==> src/rtl/ysyx_sq_ctrl.sv <==
// Committed-store queue: in-order FIFO of stores drained over a req/ack port.
// YSYX_SQ_BYPASS_EN: issue a push into an idle, empty queue in the same cycle.
module ysyx_sq_ctrl #(
  parameter int SQ_SIZE = 4,
  parameter int XLEN    = 32
) (
  input  logic            clock,
  input  logic            reset,
  input  logic            cm_valid,
  input  logic            cm_store,
  input  logic [4:0]      cm_alu,
  input  logic [XLEN-1:0] cm_waddr,
  input  logic [XLEN-1:0] cm_wdata,
  output logic            cm_ready,
  output logic            st_req,
  output logic [XLEN-1:0] st_addr,
  output logic [XLEN-1:0] st_data,
  output logic [3:0]      st_wstrb,
  input  logic            st_ack,
  input  logic [XLEN-1:0] ld_addr,
  output logic            ld_hit,
  output logic            sq_empty
);

  localparam int PW = (SQ_SIZE > 1) ? $clog2(SQ_SIZE) : 1;
  localparam int CW = PW + 1;

  typedef enum logic {
    S_IDLE,
    S_REQ
  } state_e;

  state_e state_q, state_d;

  logic [XLEN-1:0] addr_q [SQ_SIZE];
  logic [XLEN-1:0] data_q [SQ_SIZE];
  logic [1:0]      size_q [SQ_SIZE];

  logic [PW-1:0] head_q, head_d;
  logic [PW-1:0] tail_q, tail_d;
  logic [CW-1:0] cnt_q, cnt_d;

  logic full;
  logic empty;
  logic push;
  logic pop;
  logic bypass;
  logic last;
  logic [PW-1:0] off;

  logic [XLEN-1:0] h_addr;
  logic [XLEN-1:0] h_data;
  logic [1:0]      h_size;

  // size 3 is reserved and behaves as a word store
  function automatic logic [3:0] fmt_strb(
    input logic [1:0] sz,
    input logic [1:0] o
  );
    logic [3:0] s;
    case (sz)
      2'd0:    s = 4'b0001 << o;
      2'd1:    s = 4'b0011 << {o[1], 1'b0};
      default: s = 4'b1111;
    endcase
    return s;
  endfunction

  function automatic logic [XLEN-1:0] fmt_data(
    input logic [1:0]      sz,
    input logic [1:0]      o,
    input logic [XLEN-1:0] wd
  );
    logic [XLEN-1:0] d;
    case (sz)
      2'd0:    d = XLEN'(wd[7:0]) << {o, 3'b000};
      2'd1:    d = XLEN'(wd[15:0]) << {o[1], 4'b0000};
      default: d = wd;
    endcase
    return d;
  endfunction

  assign full     = (cnt_q == CW'(SQ_SIZE));
  assign empty    = (cnt_q == '0);
  assign cm_ready = !full;
  assign push     = cm_valid & cm_store & cm_ready;
  assign sq_empty = empty & (state_q == S_IDLE);
  assign last     = (cnt_q == CW'(1)) & !push;

  assign h_addr = addr_q[head_q];
  assign h_data = data_q[head_q];
  assign h_size = size_q[head_q];

  always_comb begin
    state_d  = state_q;
    st_req   = 1'b0;
    st_addr  = '0;
    st_data  = '0;
    st_wstrb = '0;
    pop      = 1'b0;
    bypass   = 1'b0;
    unique case (state_q)
      S_IDLE: begin
`ifdef YSYX_SQ_BYPASS_EN
        if (empty && push) begin
          bypass   = 1'b1;
          st_req   = 1'b1;
          st_addr  = {cm_waddr[XLEN-1:2], 2'b00};
          st_wstrb = fmt_strb(cm_alu[1:0], cm_waddr[1:0]);
          st_data  = fmt_data(cm_alu[1:0], cm_waddr[1:0], cm_wdata);
          pop      = st_ack;
          state_d  = st_ack ? S_IDLE : S_REQ;
        end else if (!empty) begin
          state_d = S_REQ;
        end
`else
        if (!empty) begin
          state_d = S_REQ;
        end
`endif
      end
      S_REQ: begin
        st_req   = 1'b1;
        st_addr  = {h_addr[XLEN-1:2], 2'b00};
        st_wstrb = fmt_strb(h_size, h_addr[1:0]);
        st_data  = fmt_data(h_size, h_addr[1:0], h_data);
        pop      = st_ack;
        if (st_ack && last) begin
          state_d = S_IDLE;
        end
      end
      default: state_d = S_IDLE;
    endcase
  end

  always_comb begin
    head_d = pop  ? head_q + PW'(1) : head_q;
    tail_d = push ? tail_q + PW'(1) : tail_q;
    cnt_d  = cnt_q + CW'(push) - CW'(pop);
  end

  // an entry is live when its distance from head is below the count
  always_comb begin
    ld_hit = 1'b0;
    off    = '0;
    for (int i = 0; i < SQ_SIZE; i++) begin
      off = PW'(i) - head_q;
      if ((CW'(off) < cnt_q) &&
          (addr_q[i][XLEN-1:2] == ld_addr[XLEN-1:2])) begin
        ld_hit = 1'b1;
      end
    end
`ifdef YSYX_SQ_BYPASS_EN
    if (bypass && (cm_waddr[XLEN-1:2] == ld_addr[XLEN-1:2])) begin
      ld_hit = 1'b1;
    end
`endif
  end

  always_ff @(posedge clock) begin
    if (reset) begin
      state_q <= S_IDLE;
      head_q  <= '0;
      tail_q  <= '0;
      cnt_q   <= '0;
    end else begin
      state_q <= state_d;
      head_q  <= head_d;
      tail_q  <= tail_d;
      cnt_q   <= cnt_d;
    end
  end

  always_ff @(posedge clock) begin
    if (push) begin
      addr_q[tail_q] <= cm_waddr;
      data_q[tail_q] <= cm_wdata;
      size_q[tail_q] <= cm_alu[1:0];
    end
  end

  logic unused;
  assign unused = ^{cm_alu[4:2], ld_addr[1:0], bypass};

endmodule
==> config.mk <==
export PLATFORM = sky130hd
export DESIGN_NAME = ysyx_sq_ctrl
export DESIGN_NICKNAME = d
export VERILOG_FILES = /design/src/rtl/ysyx_sq_ctrl.sv
export SDC_FILE = /design/constraint.sdc
export NUM_CORES = 1
export LEC_CHECK = 0
export ABC_AREA = 1
export BUFFER_PORTS_ARGS = -buffer_cell sky130_fd_sc_hd__buf_4
export CAP_MARGIN = 10
export CELL_PAD_IN_SITES_DETAIL_PLACEMENT = 0
export CELL_PAD_IN_SITES_GLOBAL_PLACEMENT = 1
export CORE_AREA = 2 2 183 185
export DETAILED_ROUTE_END_ITERATION = 10
export DIE_AREA = 0 0 185 187
export GPL_ROUTABILITY_DRIVEN = 0
export PLACE_DENSITY_LB_ADDON = 0.1
export SLEW_MARGIN = 10
export SYNTH_ARGS = -nofsm -noshare
export SYNTH_HDL_FRONTEND = slang
export SYNTH_SLANG_ARGS = --single-unit
==> constraint.sdc <==
create_clock -name clock -period 3.96 [get_ports clock]
set_input_delay 0.198 -clock clock [delete_from_list [all_inputs] [get_ports clock]]
set_output_delay 0.198 -clock clock [all_outputs]
set_load 0.03 [all_outputs]
==> results.md, run 1 <==
* First-pass GRT wire length at 55.3 mm
* Unique masters post-synth at 39
* Initial Utilization at 40.0%
* Count of boundary I/O pins at 178
* Switch Pwr at 3010 uW
* Synthesized instance count at 1344
* TritonCTS clock tree: yes
* Slew at the pin closest to its max-slew limit at 1040 ps
* Layout cell share with drive strength beyond 1 at 16.1%
* Final std cell area, no fill at 0.0165 mm^2
* Kind of end point of the critical path: output port
* Die Wd at 185 um
* Vias per std cell at 4.87
* Arrival time at the worst endpoint at 3450 ps
* Type of the most critical hold path: input port to flop
* First-iteration detailed-routing DRC count at 573
* Number of global-route vias before repair at 9553
* Setup Skew at 13.8 ps
* Final Routed Wirelength at 36.7 mm
* Std-Cell Rows at 67
* Detailed-routing iteration count for the pre-antenna-repair pass at 4
* Core occupancy in the finished layout at 50.2%
* Area of the die at 0.0346 mm^2
* Standard cell core area at ~0.033 mm^2
* CTS root buffer: sky130_fd_sc_hd__clkbuf_16
* Total GRT Usage at between 20% and 30%
* Maximum ir drop on the vdd rail at ~0.00052 V
* Bufs and invs on worst path at 2
* Critical Path Source Type: flop
* WP depth at 6
* Number of antenna-violating nets in the routed design at 0
* Peak fanout along the critical path at 90
* Highest cell delay on the worst timing path at 840 ps
* Post-Syn Area per Cell at 9.78 um^2
* Maximum Capacitance Violations at 0
* Most frequent CP cell: sky130_fd_sc_hd__buf_4
* Largest net degree at the start of global routing at 91
* Placed cell areas at around 0.015 mm^2
* Worst-path cell chain: buf_4, o21ai_0, o22ai_1, nand3_1, a31oi_1, buf_4
* CP top delay family: buffers and inverters
* Post-synthesis sequential element count at 274
* Clock Sinks at 274
* Clock insertion delay at the later pin of the skew report at 570 ps
* HPWL after detailed placement at roughly 23 mm
* Power density over the cells at around 530 mW/mm^2
* Final critical-path required period at about 3600 ps
* Sequential cell fraction of total power at about two fifths
* Average routed wire per standard cell at 17.9 um
* Count of filler cells inserted in the layout at 3083
* Rel. slew slack at 31.0%
* CTS Buf Count at 31
* Post-layout net count at between 1500 and 2000
* Endpoint required time on the critical path at 3760 ps
* Post-route fraction of the period consumed by the critical path at 92.0%
* Port buffer count at 170
* Chip height at 187 um
* Combinational share of power at 29.0%
* Layout Area Growth over Synthesis at 25.5%
* Final Slew Violations at 0
* Fmax achieved at 0.274 GHz
* Clock-pin slew reported for the worst setup and hold paths after clock tree synthesis at 60 ps
* Synth Warn # at 0
* Syn Std Cell Area at 0.0131 mm^2
* Total grt overflow at 0
* Leakage component of the power at 0.00654 uW
* Detailed-route via count at between 9000 and 10000
* Worst Path Class, Setup: flop to output port
* Status: complete, no violations
* Cells on Worst Hold Path at 2
* Pint at 5780 uW
* Net switching share of the total power at 34.2%
* Initial antenna violation count at 1
* Final hold violation count at 0
* Master of the slowest instance on the critical path: sky130_fd_sc_hd__buf_4
* Maximum number of buffers from clock root to sink at 3
* Clock share of power at 31.4%
* Unrepaired setup endpoints after global routing: no
* Number of setup violations in the final report at 0
* Setup TNS after final layout at 0 ps
* Count of cells along the worst register-to-register path at 11
* Post-synthesis sequential area ratio at 61.8%
* H-tree levels at 1
* DRC violation count after routing at 0
==> power by group through the flow <==
stage | logic, uW | registers, uW | clock network [uW]
2_1_floorplan | 1610 | 3480 | 0
5_1_grt | 2780 | 3500 | 2950
6_report | 2550 | 3480 | 2760
4_1_cts | 2580 | 3480 | 2840
3_5_place_dp | 2520 | 3540 | 0
3_3_place_gp | 2510 | 3540 | 0
==> area by class of cell <==
class | count | area (um^2) | area share (%)
flip-flops and latches | 274 | 8130 | 49.3
diodes | 1 | 2.50 | 0.0152
clock inverters | 17 | 164 | 0.994
well taps | 448 | 561 | 3.40
clock buffers | 40 | 810 | 4.91
repair buffers | 253 | 2080 | 12.6
multi-input cells | 891 | 4290 | 26.0
inverters | 119 | 448 | 2.72
==> layer usage <==
metal	track usage [%]	part of all wire, %	wire length, um
met2	36.6	49	17900
met4	4.18	1.6	593
met1	28.0	44	16200
met5	0	0	0
met3	3.12	5.3	1930
==> placed cells by master (no fill, tap or decap), types with 2 or more instances in the layout <==
| master | count |
|---|---|
| sky130_fd_sc_hd__conb_1 | 2 |
| sky130_fd_sc_hd__ha_1 | 10 |
| sky130_fd_sc_hd__dlygate4sd3_1 | 68 |
| sky130_fd_sc_hd__clkinv_1 | 4 |
| sky130_fd_sc_hd__a22oi_1 | 9 |
| sky130_fd_sc_hd__or2_2 | 6 |
| sky130_fd_sc_hd__nand3_1 | 42 |
| sky130_fd_sc_hd__nand2_4 | 2 |
| sky130_fd_sc_hd__inv_1 | 113 |
| sky130_fd_sc_hd__nand3_2 | 2 |
| sky130_fd_sc_hd__nor3_1 | 6 |
| sky130_fd_sc_hd__a31oi_1 | 14 |
| sky130_fd_sc_hd__o22ai_1 | 8 |
| sky130_fd_sc_hd__dfxtp_1 | 8 |
| sky130_fd_sc_hd__nand2_1 | 290 |
| sky130_fd_sc_hd__inv_2 | 4 |
| sky130_fd_sc_hd__o211ai_1 | 8 |
| sky130_fd_sc_hd__nor2_4 | 5 |
| sky130_fd_sc_hd__clkinv_2 | 10 |
| sky130_fd_sc_hd__o21ai_0 | 136 |
| sky130_fd_sc_hd__a21oi_1 | 113 |
| sky130_fd_sc_hd__o21ai_1 | 3 |
| sky130_fd_sc_hd__bufinv_16 | 3 |
| sky130_fd_sc_hd__xor2_1 | 17 |
| sky130_fd_sc_hd__clkbuf_16 | 31 |
| sky130_fd_sc_hd__nor2_1 | 181 |
| sky130_fd_sc_hd__clkbuf_1 | 9 |
| sky130_fd_sc_hd__edfxtp_1 | 264 |
| sky130_fd_sc_hd__buf_4 | 184 |
| sky130_fd_sc_hd__xnor2_1 | 27 |
==> kinds of logic after synthesis <==
family          count (synthesis)  synth area share (%)
simple gates                  538                  16.4
compound gates                296                  11.9
flops                         274                  61.8
buf+inv                       180                  5.77
xor+xnor                       44                  2.93
fa+ha+maj                      11                  1.10
other cells                     1                0.0285
==> cell usage after synthesis <==
| cell type | n | area share, % |
|---|---|---|
| sky130_fd_sc_hd__xnor2_1 | 27 | 1.8 |
| sky130_fd_sc_hd__dfxtp_1 | 10 | 1.5 |
| sky130_fd_sc_hd__ha_1 | 10 | 0.95 |
| sky130_fd_sc_hd__buf_6 | 4 | 0.34 |
| sky130_fd_sc_hd__clkinv_1 | 1 | 0.029 |
| sky130_fd_sc_hd__fa_1 | 1 | 0.15 |
| sky130_fd_sc_hd__and3_1 | 1 | 0.048 |
| sky130_fd_sc_hd__edfxtp_1 | 264 | 60 |
| sky130_fd_sc_hd__o211ai_1 | 8 | 0.46 |
| sky130_fd_sc_hd__nand3_2 | 2 | 0.15 |
| sky130_fd_sc_hd__a311oi_1 | 1 | 0.067 |
| sky130_fd_sc_hd__a21oi_1 | 113 | 4.3 |
| sky130_fd_sc_hd__a21oi_2 | 1 | 0.067 |
| sky130_fd_sc_hd__a22oi_1 | 9 | 0.51 |
| sky130_fd_sc_hd__xor2_1 | 17 | 1.1 |
| sky130_fd_sc_hd__clkbuf_1 | 26 | 0.74 |
| sky130_fd_sc_hd__o21ai_0 | 136 | 5.2 |
| sky130_fd_sc_hd__buf_4 | 8 | 0.46 |
| sky130_fd_sc_hd__nor2_8 | 1 | 0.15 |
| sky130_fd_sc_hd__nand2_1 | 290 | 8.3 |
| sky130_fd_sc_hd__a211oi_1 | 1 | 0.057 |
| sky130_fd_sc_hd__nor2_1 | 185 | 5.3 |
| sky130_fd_sc_hd__buf_1 | 5 | 0.14 |
| sky130_fd_sc_hd__o21ai_1 | 3 | 0.11 |
| sky130_fd_sc_hd__conb_1 | 1 | 0.029 |
| sky130_fd_sc_hd__or2_2 | 6 | 0.29 |
| sky130_fd_sc_hd__nor4_1 | 1 | 0.048 |
| sky130_fd_sc_hd__inv_2 | 5 | 0.14 |
| sky130_fd_sc_hd__o22ai_1 | 8 | 0.38 |
| sky130_fd_sc_hd__nand2_2 | 1 | 0.048 |
| sky130_fd_sc_hd__a31oi_1 | 14 | 0.67 |
| sky130_fd_sc_hd__nor3_1 | 6 | 0.23 |
| sky130_fd_sc_hd__nand3_1 | 42 | 1.6 |
| sky130_fd_sc_hd__o21ai_2 | 1 | 0.067 |
| sky130_fd_sc_hd__inv_1 | 113 | 3.2 |
| sky130_fd_sc_hd__nor2_4 | 1 | 0.086 |
| sky130_fd_sc_hd__nand2_4 | 2 | 0.17 |
| sky130_fd_sc_hd__buf_2 | 18 | 0.69 |
| sky130_fd_sc_hd__o21a_1 | 1 | 0.057 |
==> stage by stage <==
stage,power [uW],std cells,setup WS [ps],hold WS (ps)
floorplan,5090,1345,-475,297
global placement,6050,1917,886,397
detailed placement,6060,1917,868,400
CTS,8900,2042,268,349
global route,9230,2043,20.9,364
finish,8790,2043,316,369
==> sequential cells by signal (all words and copies together), names as in the netlist, named ones only <==
name,cells
size_q,8
tail_q,2
data_q,128
cnt_q,3
state_q,1
addr_q,128
head_q,2
==> worst paths after layout <==
kind | from | slack [ps] | end
worst min register to register | head_q[1]$_SDFFE_PP0P_ | 510 | flop
worst max-delay path | flop | 320 | st_data[26]
worst max register to register | cnt_q[1]$_SDFF_PP0_ | 1130 | cnt_q[2]$_SDFF_PP0_
worst min-delay path | cm_wdata[14] | 370 | data_q[0][14]$_DFFE_PP_
==> timing repair <==
action	4_1_cts	5_1_grt
hold endpoints to repair	274	0
gates resized for setup	0	0
hold buffers	68	0
setup buffers	0	0
(Power assumes the default switching activity.)
==> inputs of run 2 (changes only) <==
Settings changed: CORE_AREA 2 2 183 185 to 2 2 169 171, DIE_AREA 0 0 185 187 to 0 0 171 173, PLACE_DENSITY set to 0.85, PLACE_DENSITY_LB_ADDON 0.1 to unset.
Clock period 3.96 ns to 4.6 ns, I/O delays scaled along.
==> results.md, run 2 (same netlist as run 1, synthesis figures left out) <==
* Status: complete, no violations
* Clock Sinks at 274
* Number of setup violations in the final report at 0
* Vias per std cell at about 5.2
* Maximum Capacitance Violations at 0
* Standard cell core area at ~0.028 mm^2
* CP top delay family: buffers and inverters
* Std-Cell Rows at 61
* Layout cell share with drive strength beyond 1 at between 15 and 20%
* Detailed-routing iteration count for the pre-antenna-repair pass at 5
* Maximum ir drop on the vdd rail at just under 0.0004 V
* Chip height at 173 um
* Largest net degree at the start of global routing at 74
* Commonest non-fill, non-tap cells in the layout: sky130_fd_sc_hd__nand2_1, sky130_fd_sc_hd__edfxtp_1, sky130_fd_sc_hd__buf_4, sky130_fd_sc_hd__nor2_1, sky130_fd_sc_hd__o21ai_0
* Total GRT Usage at 22.9%
* Peak fanout along the critical path at 57
* First-pass GRT wire length at around 52 mm
* CTS root buffer: sky130_fd_sc_hd__clkbuf_16
* Switch Pwr at 2510 uW
* Setup Skew at 20.4 ps
* Largest registers in the final layout: addr_q: 128 flops, data_q: 128 flops, size_q: 8 flops
* Slew at the pin closest to its max-slew limit at 963 ps
* Type of the most critical hold path: input port to flop
* Critical Path Source Type: flop
* Unrepaired setup endpoints after global routing: no
* Total grt overflow at 0
* Count of boundary I/O pins at 178
* First-iteration detailed-routing DRC count at 768
* H-tree levels at 1
* Maximum number of buffers from clock root to sink at 3
* Tightest hold margin at about 50 ps
* Average routed wire per standard cell at between 15 and 20 um
* Post-cts sizing count at 0
* Worst Path Class, Setup: flop to output port
* Post-layout net count at 1684
* Master of the slowest instance on the critical path: sky130_fd_sc_hd__nand2_1
* Bufs and invs on worst path at 3
* Die Wd at 171 um
* Initial antenna violation count at 2
* Leakage component of the power at ~0.0065 uW
* Number of antenna-violating nets in the routed design at 0
* Rel. slew slack at 35.6%
* Count of filler cells inserted in the layout at 2399
* Detailed-route via count at 10179
* Power density over the cells at 450 mW/mm^2
* Most common cell after layout, fill and taps aside: sky130_fd_sc_hd__nand2_1
* HPWL after detailed placement at 21.9 mm
* Clock share of power at ~30%
* Arrival time at the worst endpoint at around 3500 ps
* Clock-pin slew reported for the worst setup and hold paths after clock tree synthesis at 60 ps
* Fmax achieved at roughly 0.27 GHz
* Combined flip-flop and latch cell area at 0.00813 mm^2
* DRC violation count after routing at 0
* Sequential cell fraction of total power at 40.4%
* Net switching share of the total power at 34.1%
* Final Slew Violations at 0
* Clock insertion delay at the later pin of the skew report at 560 ps
* Post-CTS setup buffer count at 0
* Setup TNS after final layout at 0 ps
* Endpoint required time on the critical path at 4370 ps
* Combined area of the multi-input logic cells at approximately 0.0043 mm^2
* Layout Area Growth over Synthesis at 24.2%
* Initial Utilization at 47.6%
* Area of the die at between 0.02 and 0.03 mm^2
* Number of global-route vias before repair at 9789
* Port buffer count at 170
* Post-route fraction of the period consumed by the critical path at 81.6%
* TritonCTS clock tree: yes
* Worst-path cell chain: buf_4, o21ai_0, nand2_1, nand2_1, clkinv_1, o21ai_0, a21oi_2, nor2_1, buf_4
* Final hold violation count at 0
* Kind of end point of the critical path: output port
* Final critical-path required period at around 3800 ps
* Combinational share of power at around 30%
* Highest cell delay on the worst timing path at ~560 ps
* Pint at 4840 uW
* CTS Buf Count at 29
* Final Routed Wirelength at 34.3 mm
run 2: cell types whose count changed in the layout (fill, tap and decap cells not counted), sizes merged:
cell         before  now
clkbuf           40   37
clkinv           15   13
bufinv            3    2
clkinvlp          0    1
dlygate4sd3      68   67
run 2: power groups by stage:
stage	logic (uW)	clock network (uW)	registers [uW]
after global placement	2130	0	3020
final	2190	2190	2970
after CTS	2200	2210	2970
after global routing	2380	2330	2990
after floorplan	1380	0	3000
after detailed placement	2140	0	3020
run 2: worst min-delay path: stages:
cell	delay, ps
sky130_fd_sc_hd__buf_4	80
sky130_fd_sc_hd__nand2_1	100
sky130_fd_sc_hd__nand2_1	80
sky130_fd_sc_hd__a21oi_1	70
run 2: layout make-up:
cell class / instances / share of cell area (%)
clock inverters: 15 / 0.789
clock buffers: 37 / 4.63
repair buffers: 252 / 12.8
inverters: 119 / 2.74
well taps: 378 / 2.90
multi-input cells: 891 / 26.3
diodes: 1 / 0.0153
flip-flops and latches: 274 / 49.8
run 2: through the flow:
stage	cells	utilization (%)	worst slack (ps)	cell area [um^2]	total power, uW
finish	1967	59.1	846	16300	7350
global route	1967	59.1	634	16300	7690
CTS	1966	59.1	901	16300	7380
detailed placement	1847	53.5	1460	14800	5160
global placement	1847	53.5	1510	14800	5140
floorplan	1345	-	165	13100	4380
run 2: routing by layer:
metal / share of wire [%] / global-route usage (%)
met5: 0.035 / 0
met4: 2.7 / 6.46
met3: 7.0 / 3.89
met2: 48 / 39.1
met1: 42 / 30.0
run 2: path summary, 6_finish.rpt:
| check | from | end | slack, ps | depth (start not counted) |
|---|---|---|---|---|
| worst min-delay path | st_ack | flop | 50 | 4 |
| worst min register to register | head_q[1]$_SDFFE_PP0P_ | flop | 530 | 2 |
| worst max register to register | cnt_q[1]$_SDFF_PP0_ | data_q[2][23]$_DFFE_PP_ | 1810 | 7 |
| worst max-delay path | flop | st_data[19] | 850 | 9 |
run 2: repair_timing:
action / in CTS / in global routing
endpoints found under the hold margin: 273 / 0
endpoints found under the setup margin: 0 / 0
hold buffers: 67 / 0
==> inputs of run 3 (changes only) <==
Settings changed: ABC_AREA 1 to 0, CORE_AREA 2 2 169 171 to 2 2 163 165, DIE_AREA 0 0 171 173 to 0 0 165 167, PLACE_DENSITY 0.85 to 0.8.
Clock period 4.6 ns to 3.9 ns, I/O delays scaled along.
==> results.md, run 3 <==
* Port buffer count at 170
* Vias per std cell at 5.43
* Count of boundary I/O pins at 178
* Unique masters post-synth at 42
* Number of antenna-violating nets in the routed design at 0
* Post-synthesis sequential element count at 274
* Final cell count without fillers at ~1300
* Ys flop type: sky130_fd_sc_hd__edfxtp_1
* Number of global-route vias before repair at 7427
* Post-route fraction of the period consumed by the critical path at about 82%
* Rel. slew slack at 51.7%
* Cell with the most instances after synthesis: sky130_fd_sc_hd__edfxtp_1
* Maximum Capacitance Violations at 0
* Placed cell areas at roughly 0.014 mm^2
* Cell type with the largest total area after synthesis: sky130_fd_sc_hd__edfxtp_1
* Chip height at 167 um
* Post-synthesis sequential area ratio at roughly two thirds
* Clock-pin slew reported for the worst setup and hold paths after clock tree synthesis at 60 ps
* Synthesized instance count at between 700 and 800
* Simple-gate share of the synthesized area at 5.92%
* Setup TNS after final layout at 0 ps
* H-tree levels at 1
* Post-cts sizing count at 0
* Largest net degree at the start of global routing at between 60 and 70
* Type of the most critical hold path: input port to flop
* HPWL after detailed placement at between 15 and 20 mm
* Setup Skew at 8.39 ps
* Count of placed standard cells including taps at 1189
* First-iteration detailed-routing DRC count at slightly above 600
* TritonCTS clock tree: yes
* Leakage component of the power at between 0.005 and 0.006 uW
* DRC violation count after routing at 0
* Standard cell core area at 0.0258 mm^2
* Initial Utilization at about 48%
* Number of synthesized flops with an enable pin at approximately 260
* Detailed-routing iteration count for the pre-antenna-repair pass at 5
* Area of the die at 0.0276 mm^2
* Endpoint required time on the critical path at around 3700 ps
* Final hold violation count at 0
* Largest registers in the final layout: addr_q: 128 flops, data_q: 128 flops, size_q: 8 flops
* Power density over the cells at 530 mW/mm^2
* Average routed wire per standard cell at between 20 and 25 um
* Adder and majority gate portion of the synthesized area at 1.18%
* Final Slew Violations at 0
* Post-Syn Area per Cell at 17.2 um^2
* Synth Warn # at 0
* Count of filler cells inserted in the layout at 1885
* Mux share of post-synthesis cell area at 12.4%
* Async set-or-reset flop fraction in the synthesized netlist at 0%
* Cells taking the most area after synthesis: sky130_fd_sc_hd__edfxtp_1, sky130_fd_sc_hd__mux4_2, sky130_fd_sc_hd__xnor2_1
* Kind of end point of the critical path: output port
* Layout cell share with drive strength beyond 1 at a little under a third
* Fmax achieved at 0.311 GHz
* Total grt overflow at 0
* Layout Area Growth over Synthesis at 25.9%
* Peak fanout along the critical path at 30
* Compound-gate portion of the synthesized area at 3.19%
* Maximum ir drop on the vdd rail at 0.000467 V
* Die Wd at 165 um
* First-pass GRT wire length at 43.5 mm
* Total GRT Usage at 21.3%
* CTS root buffer: sky130_fd_sc_hd__clkbuf_16
* Largest family of logic cells by synthesized area: multiplexers
* Slew at the pin closest to its max-slew limit at 725 ps
* Maximum number of buffers from clock root to sink at 3
* Syn Std Cell Area at 0.0123 mm^2
* Status: complete, no violations
* Clock Sinks at approximately 270
* Fraction of post-synthesis cell area in the top cell type by area at 64.5%
* Critical Path Source Type: flop
* Worst Path Class, Setup: flop to output port
* Most common cell after layout, fill and taps aside: sky130_fd_sc_hd__edfxtp_1
* Arrival time at the worst endpoint at 3020 ps
* Commonest non-fill, non-tap cells in the layout: sky130_fd_sc_hd__edfxtp_1, sky130_fd_sc_hd__buf_4, sky130_fd_sc_hd__xnor2_1, sky130_fd_sc_hd__dlygate4sd3_1, sky130_fd_sc_hd__mux4_2
* Post-CTS setup buffer count at 0
* CTS Buf Count at 29
* Count of hold-fix buffers inserted at cts at 67
* Initial antenna violation count at 1
* Worst slack at placement at 1180 ps
* Share of the synthesized netlist area taken by xor and xnor gates at 8.98%
* Post-layout net count at 1069
* Std-Cell Rows at 59
* Detailed-route via count at just over 7000
* Final critical-path required period at 3210 ps
* Final Routed Wirelength at between 20 and 30 mm
* Unrepaired setup endpoints after global routing: no
* Number of setup violations in the final report at 0
* Most instantiated cells after synthesis: sky130_fd_sc_hd__edfxtp_1, sky130_fd_sc_hd__xnor2_1, sky130_fd_sc_hd__mux4_2
* Final std cell area, no fill at 0.0155 mm^2
* Core occupancy in the finished layout at 60.0%
* Clock insertion delay at the later pin of the skew report at around 540 ps
* Final worst slack at 687 ps
-- run 3: per-layer routing --
metal / wire length, um / global-route usage [%] / up-vias
met4: 647 / 5.60 / 0
met1: 12000 / 28.6 / 3559
met2: 14800 / 36.4 / 263
met3: 1920 / 3.34 / 48
met5: 0 / 0 / -
li1: - / - / 3237
-- run 3: worst max-delay path, stage by stage, from the launching register on --
cell and delay (ps):
sky130_fd_sc_hd__dfxtp_4 810, sky130_fd_sc_hd__mux4_2 680, sky130_fd_sc_hd__nor2b_4 180, sky130_fd_sc_hd__and3_1 380, sky130_fd_sc_hd__a22o_1 250, sky130_fd_sc_hd__buf_4 170
-- run 3: path summary, 6_finish.rpt --
check	start	endpoint	slack, ps	cells after the start
max	flop	st_data[9]	690	5
min	st_ack	flop	150	4
max reg2reg	cnt_q[2]$_SDFF_PP0_	data_q[2][24]$_DFFE_PP_	1480	5
min reg2reg	tail_q[1]$_SDFFE_PP0P_	tail_q[1]$_SDFFE_PP0P_	570	2
-- run 3: logic make-up after synthesis --
group                      after synthesis
DFF                                    274
and+or+nand+nor                        128
xor gates and xnor gates               126
muxes                                   70
buffers and inverters                   54
AOI/OAI and AO/OA                       49
adders and majority gates               11
other                                    1
-- run 3: power breakdown --
| group | switching [uW] | internal (uW) | total, uW |
|---|---|---|---|
| Combinational | 1270 | 930 | 2200 |
| Clock | 1080 | 1410 | 2500 |
| Sequential | 120 | 3380 | 3500 |
| Total | 2470 | 5720 | 8190 |
-- run 3: metrics by stage --
step	hold WS (ps)	total power (uW)
6_report	147	8190
5_1_grt	183	8520
4_1_cts	141	8270
3_5_place_dp	398	5720
3_3_place_gp	396	5700
2_1_floorplan	294	4930
-- run 3: area by class of cell --
cell class                 count  area (um^2)  area share (%)
antenna                        1         2.50          0.0162
clock buffer                  31          733            4.74
clock inverter                22          128           0.825
inverter                      13         48.8           0.316
multi-input combinational    386         3910            25.3
sequential                   274         8130            52.6
tap                          335          419            2.71
timing repair buffer         248         2090            13.5
